--- src/rtl/display_source_selector.sv ---
// Debounced push-button cycles a registered 32-bit display value through four debug sources.
// Optional timed auto-scroll is built when AUTO_SCROLL_EN is defined.
module display_source_selector #(
    parameter int unsigned DEBOUNCE_CYCLES = 16,
    parameter int unsigned SCROLL_CYCLES   = 64
) (
    input  logic        CLK,
    input  logic        RESET,
    input  logic        BTN_NEXT,
    input  logic        FREEZE,
    input  logic [31:0] PC_IN,
    input  logic [31:0] INSTR_IN,
    input  logic [31:0] ALU_IN,
    input  logic [31:0] WB_DATA,
    input  logic        WB_VALID,
    output logic [31:0] DISPLAY_VALUE,
    output logic [1:0]  SEL_INDEX
);

    if (DEBOUNCE_CYCLES < 1 || DEBOUNCE_CYCLES > 65535) begin : g_bad_debounce
        $error("DEBOUNCE_CYCLES must be in 1..65535");
    end
    if (SCROLL_CYCLES < 2) begin : g_bad_scroll
        $error("SCROLL_CYCLES must be at least 2");
    end

    localparam logic [15:0] DEB_LIMIT = 16'(DEBOUNCE_CYCLES);

    logic        btn_meta;
    logic        btn_sync;
    logic        btn_prev;
    logic [15:0] deb_count;
    logic [15:0] deb_count_inc;
    logic        btn_stable;
    logic        btn_stable_q;
    logic        btn_pulse;
    logic        advance;
    logic [31:0] wb_hold;
    logic [31:0] source_value;

    always_ff @(posedge CLK) begin
        if (RESET) begin
            btn_meta <= 1'b0;
            btn_sync <= 1'b0;
            btn_prev <= 1'b0;
        end else begin
            btn_meta <= BTN_NEXT;
            btn_sync <= btn_meta;
            btn_prev <= btn_sync;
        end
    end

    always_comb begin
        deb_count_inc = (deb_count == DEB_LIMIT) ? deb_count : deb_count + 16'd1;
    end

    // The stable level loads on the same edge the count reaches the limit.
    always_ff @(posedge CLK) begin
        if (RESET) begin
            deb_count    <= '0;
            btn_stable   <= 1'b0;
            btn_stable_q <= 1'b0;
        end else begin
            if (btn_sync != btn_prev) begin
                deb_count <= '0;
            end else begin
                deb_count <= deb_count_inc;
                if (deb_count_inc == DEB_LIMIT) begin
                    btn_stable <= btn_sync;
                end
            end
            btn_stable_q <= btn_stable;
        end
    end

    always_comb begin
        btn_pulse = btn_stable & ~btn_stable_q;
    end

`ifdef AUTO_SCROLL_EN
    localparam logic [31:0] SCROLL_LAST = 32'(SCROLL_CYCLES - 1);

    logic [31:0] scroll_timer;
    logic        scroll_pulse;

    always_comb begin
        scroll_pulse = !FREEZE && (scroll_timer == SCROLL_LAST);
    end

    always_ff @(posedge CLK) begin
        if (RESET) begin
            scroll_timer <= '0;
        end else if (btn_pulse) begin
            scroll_timer <= '0;
        end else if (FREEZE) begin
            scroll_timer <= scroll_timer;
        end else if (scroll_pulse) begin
            scroll_timer <= '0;
        end else begin
            scroll_timer <= scroll_timer + 32'd1;
        end
    end

    // Coincident timer and button pulses merge into a single step.
    always_comb begin
        advance = btn_pulse | scroll_pulse;
    end
`else
    always_comb begin
        advance = btn_pulse;
    end
`endif

    always_comb begin
        case (SEL_INDEX)
            2'd0:    source_value = PC_IN;
            2'd1:    source_value = INSTR_IN;
            2'd2:    source_value = ALU_IN;
            default: source_value = wb_hold;
        endcase
    end

    always_ff @(posedge CLK) begin
        if (RESET) begin
            wb_hold       <= '0;
            SEL_INDEX     <= '0;
            DISPLAY_VALUE <= '0;
        end else begin
            if (WB_VALID) begin
                wb_hold <= WB_DATA;
            end
            if (advance) begin
                SEL_INDEX <= SEL_INDEX + 2'd1;
            end
            if (!FREEZE) begin
                DISPLAY_VALUE <= source_value;
            end
        end
    end

endmodule

--- config.mk ---
export PLATFORM = sky130hd
export DESIGN_NAME = display_source_selector
export DESIGN_NICKNAME = d
export VERILOG_FILES = /design/src/rtl/display_source_selector.sv
export SDC_FILE = /design/constraint.sdc
export NUM_CORES = 1
export LEC_CHECK = 0
export CAP_MARGIN = 20
export CORE_ASPECT_RATIO = 1.25
export CORE_MARGIN = 3
export CORE_UTILIZATION = 47
export CTS_CLUSTER_DIAMETER = 80
export DETAILED_ROUTE_END_ITERATION = 8
export GPL_TIMING_DRIVEN = 0
export PLACE_DENSITY = 0.9
export SLEW_MARGIN = 20
export SYNTH_ARGS = -nofsm -noshare
export SYNTH_HDL_FRONTEND = slang
export SYNTH_SLANG_ARGS = --single-unit
--- constraint.sdc ---
create_clock -name CLK -period 4.7 [get_ports CLK]
set_input_delay 0.705 -clock CLK [delete_from_list [all_inputs] [get_ports CLK]]
set_output_delay 0.705 -clock CLK [all_outputs]
set_load 0.005 [all_outputs]
# Word-level counts from Yosys, hierarchy flattened
# Cells that the tools add are included.
[totals]
regBits = 87
input_bits = 133
out_inout_bits = 34
word_cells = 24
[op_classes]
add_sub_neg = 2
n_eq_ne = 5
n_mux = 2
bitwise = 3
reduce_logical = 3
[ops]
columns = ["operator", "count"]
rows = [
  ["one-hot mux 32 bit (3 select lines)", 1],
  ["equality test 16 x 5 -> 1 bit (second input constant)", 2],
  ["adder 16 x 1 -> 16 bit (second input constant)", 1],
  ["two-way mux 16 bit", 1],
  ["adder 2 x 1 -> 2 bit (second input constant)", 1],
  ["equality test 2 x 1 -> 1 bit (second input constant)", 1],
  ["equality test 2 bit (second input constant)", 1],
  ["zero test 2 bit", 1],
  ["inverter 1 bit", 2],
  ["AND reduction 2 bit", 1],
  ["OR reduction 2 bit", 1],
  ["AND 1 bit", 1],
  ["!= test 1 bit", 1],
]

# Depth between registers and ports, before layout
[logic_depth]
word_depth = 4
mapped_depth = 9
depth_no_buf = 8

# Least setup slack after synthesis
# Ideal clock, no wire load.
[synth_timing]
path_kind = "reg-to-reg"
start = "reg deb_count[0]"
end = "reg btn_stable"
setup_time_ns = 0.123
arrival_ns = 2.121
t_required_ns = 4.577
slack_ns = 2.455
stages_incl_launch_ff = 8
n_path_buf = 0
synth_period_minus_slack_ns = 2.245
path_cell_list = "dfxtp_1 > ha_1 > nand3_4 > nor4_4 > nor4bb_1 > o32ai_1 > a2111oi_2 > mux2_1"
[synth_via]
elab_chain_cells = 4
word_cells_on_any_way = 5
classes_between = "1 x add/sub; 2 x eq/ne; 1 x mux; 1 x reduce/logical"
[synth_lines]
columns = ["item", "line_no", "rtl"]
rows = [
  ["start: declaration", "32", "logic [15:0] deb_count;"],
  ["start signal: assignment", "67", "deb_count <= deb_count_inc;"],
  ["adder 16 x 1 -> 16 bit / equality test 16 x 5 -> 1 bit (equally long branches)", "54", "deb_count_inc = (deb_count == DEB_LIMIT) ? deb_count : deb_count + 16'd1;"],
  ["two-way mux 16 bit (*)", "54", ""],
  ["equality test 16 x 5 -> 1 bit (*)", "68", "if (deb_count_inc == DEB_LIMIT) begin"],
  ["AND reduction 2 bit (no source line) (*)", "n/a", ""],
  ["end signal: assignment", "69", "btn_stable <= btn_sync;"],
  ["end: declaration", "34", "logic btn_stable;"],
]
# Every way passes the cells marked *; elsewhere a longest branch is shown, timed or not.
# A chain may end at the register's enable or synchronous reset.

# Final worst setup path
[layout_timing]
start = "reg deb_count[1]"
end = "reg btn_stable"
# The elaborated chain is that of the path after synthesis.

==> flow_metrics.py <==
metrics = {
    "placed_design": {
        "io_buffers": 163,
        "gp_congestion": 0.887,
        "placed_area_sq_um": 5950,
        "placed_cells": 779,
        "dpl.hpwl_mm": 10.6,
    },
    "die": {
        "die_w_microns": 90.3,
        "ios": 167,
        "rows": 37,
        "start_util_pct": 49.5,
        "die_height_microns": 111,
        "core_sq_um": 8430,
        "die_area_sq_um": 10000,
    },
    "finish": {
        "multi_input_area_sq_um": 2240,
        "area_delta_synth_final_pct": 47.8,
        "drive_above_1_share_pct": 4.42,
        "fill_cells": 632,
        "final_common_cell": "clkdlybuf4s50_1",
        "diodes": 0,
        "design_area_sq_um": 6160,
        "seq_area_sq_um": 1740,
        "layout_common_cells": "163 x clkdlybuf4s50_1, 157 x nor2_1, 87 x dfxtp_1",
        "nets": 812,
        "fin_cells": 795,
    },
    "yosys": {
        "synth.distinct_cells": 45,
        "yosysWarnings": 0,
        "synth_edf_count": 0,
        "async_flop_share_pct": 0,
        "syn_nets": 638,
        "syn_inst": 499,
        "synth-main-ff-cell": "dfxtp_1",
        "netlist_area_sq_um": 4170,
        "avgSynthCellArea_sq_um": 8.36,
        "synth_seq_cells": 87,
        "seq_area_frac_synth_pct": 41.8,
    },
    "routing": {
        "routed_wl_mm": 13.8,
        "avgViaCountPerCell": 5.67,
        "drt_first_iter_violations": 432,
        "vias": 4510,
        "post-route-drc-count": 27,
        "wire_per_inst_microns": 17.3,
        "first_pass_iters": 9,
        "ant_nets": 0,
    },
    "cts": {
        "cts_sinks": 87,
        "clkSlewWorstSetupHoldPaths_ns": 0.09,
        "cts_root_buf": "clkbuf_8",
        "cts_buffers": 9,
        "clkLatencyLatePin_ns": 0.37,
        "cts_tree": "done",
        "holdBufCountCts": 0,
        "cts_setup_buffers": 0,
        "cts_resized": 0,
        "clockBufferDepth": 2,
        "cts.htree.levels": 3,
    },
    "outcome": {
        "violations": "design-rule violations",
        "run_status": "complete, but fails checks",
    },
    "critical_path": {
        "arrival_ns": 2.95,
        "max_stage_delay_ns": 0.49,
        "critPathTopFamily": "simple AND/OR/NAND/NOR gates",
        "start_kind": "register",
        "end_kind": "register",
        "cp_cell_sequence": "ha_1 > nand3_4 > nor4_4 > nor4bb_1 > o32ai_1 > a2111oi_2 > mux2_1",
        "path_buf_inv": 0,
        "path_max_fanout": 8,
        "path_class": "register to register",
        "cp_slowest_cell": "dfxtp_1",
        "crit-reg2reg-launch": "deb_count[1]$_SDFF_PP0_",
        "critPathLaunch": "deb_count[1]$_SDFF_PP0_",
        "required_ns": 4.95,
    },
    "sta": {
        "maxClockFrequency_mhz": 370,
        "fin_setup_tns_ns": 0,
        "fin_skew_ns": 0.00782,
        "worst_pin_slew_ns": 0.782,
        "final-max-slew-violation-count": 0,
        "post-route-period-util_pct": 57.6,
        "fin_crit_ns": 2.71,
        "finalHoldViolCount": 0,
        "finalSetupViolCount": 0,
        "slew_headroom_pct": 47.9,
        "rsz0062_at_grt": "no",
    },
    "global_route": {
        "grt_pass1_vias": 4631,
        "antenna_found_initial": 0,
        "grt_max_degree": 15,
        "grt_usage_pct": 26.7,
        "grt_pass1_wl_mm": 21.7,
        "grt-ovfl-total": 0,
    },
    "power_and_ir_drop": {
        "vdd_drop_max_uv": 249,
        "p_per_area_nw_per_um2": 266,
        "p_leak_nw": 2.36,
    },
    "hold_path": {
        "hold_path.class": "register to register",
        "min-delay-start": "btn_meta$_SDFF_PP0_",
    },
    "job": {
        "maxCapViolations": 0,
    },
}
-- power breakdown --
group	internal [W]	switching, W	leakage, nW
Clock	0.000300	0.000270	0.0958
Sequential	0.000771	0.0000228	0.714
Combinational	0.000172	0.000103	1.55
Total	0.00124	0.000396	2.36
-- flip-flops by register name, indices dropped and copies added (netlist names), 2 cells and up --
register / count
DISPLAY_VALUE: 32
wb_hold: 32
deb_count: 16
SEL_INDEX: 2
-- area by class of cell --
type	instances	area share, %
clock buffers	11	2.13
inverters	6	0.365
plain buffers	41	2.70
flip-flops and latches	87	28.3
clock inverters	5	1.34
multi-input cells	365	36.4
repair buffers	163	26.5
well taps	117	2.38
-- per-layer routing --
layer,wire length (microns),GRT usage (%),up-vias
li1,-,-,2105
met1,5000,27.9,2117
met2,7090,49.0,239
met3,1130,6.01,49
met4,557,15.0,0
met5,0,0,-
-- path summary, 6_finish.rpt --
kind / to / slack, ns / cells past startpoint
setup reg to reg: btn_stable$_SDFFE_PP0P_ / 1.99 / 7
hold / removal: btn_sync$_SDFF_PP0_ / 0.45 / 1
hold reg to reg: btn_sync$_SDFF_PP0_ / 0.45 / 1
setup / recovery: btn_stable$_SDFFE_PP0P_ / 1.99 / 7
-- per-stage QoR --
| step | worst slack, ns | util, % | power [W] | hold slack, ns |
|---|---|---|---|---|
| final | 1.99 | 73.2 | 0.00164 | 0.452 |
| after global routing | 1.82 | 73.2 | 0.00169 | 0.473 |
| after CTS | 2.01 | 73.2 | 0.00164 | 0.455 |
| after detailed placement | 2.04 | 70.6 | 0.00108 | 0.438 |
| after global placement | 2.24 | 70.6 | 0.00107 | 0.425 |
| after floorplan | 2.46 | - | 0.000910 | 0.414 |
-- synth_stat cells (2+ instances only) --
master / n / area, sq um
buf_1: 11 / 41.3
mux2i_1: 34 / 340
nor4_4: 2 / 42.5
nand2_1: 6 / 22.5
nand3_1: 4 / 20.0
clkbuf_1: 27 / 101
xor2_1: 6 / 52.6
nor4_1: 3 / 18.8
nor2_1: 157 / 589
xnor2_1: 11 / 96.3
nor3_1: 2 / 10.0
a222oi_1: 32 / 320
nand2b_1: 2 / 12.5
nand4_1: 4 / 25.0
ha_1: 6 / 75.1
dfxtp_1: 87 / 1740
nand3_2: 2 / 20.0
a21oi_1: 66 / 330
and4_1: 2 / 17.5
nor2b_1: 5 / 31.3
inv_1: 6 / 22.5
-- kinds of logic after synthesis --
| family | synth area share (%) |
|---|---|
| flops | 41.8 |
| xor+xnor | 3.57 |
| mux | 8.70 |
| simple gates | 21.8 |
| compound gates | 17.9 |
| fa+ha+maj | 1.80 |
| buf+inv | 4.53 |
Note: power is estimated with default switching activity, not from simulation.
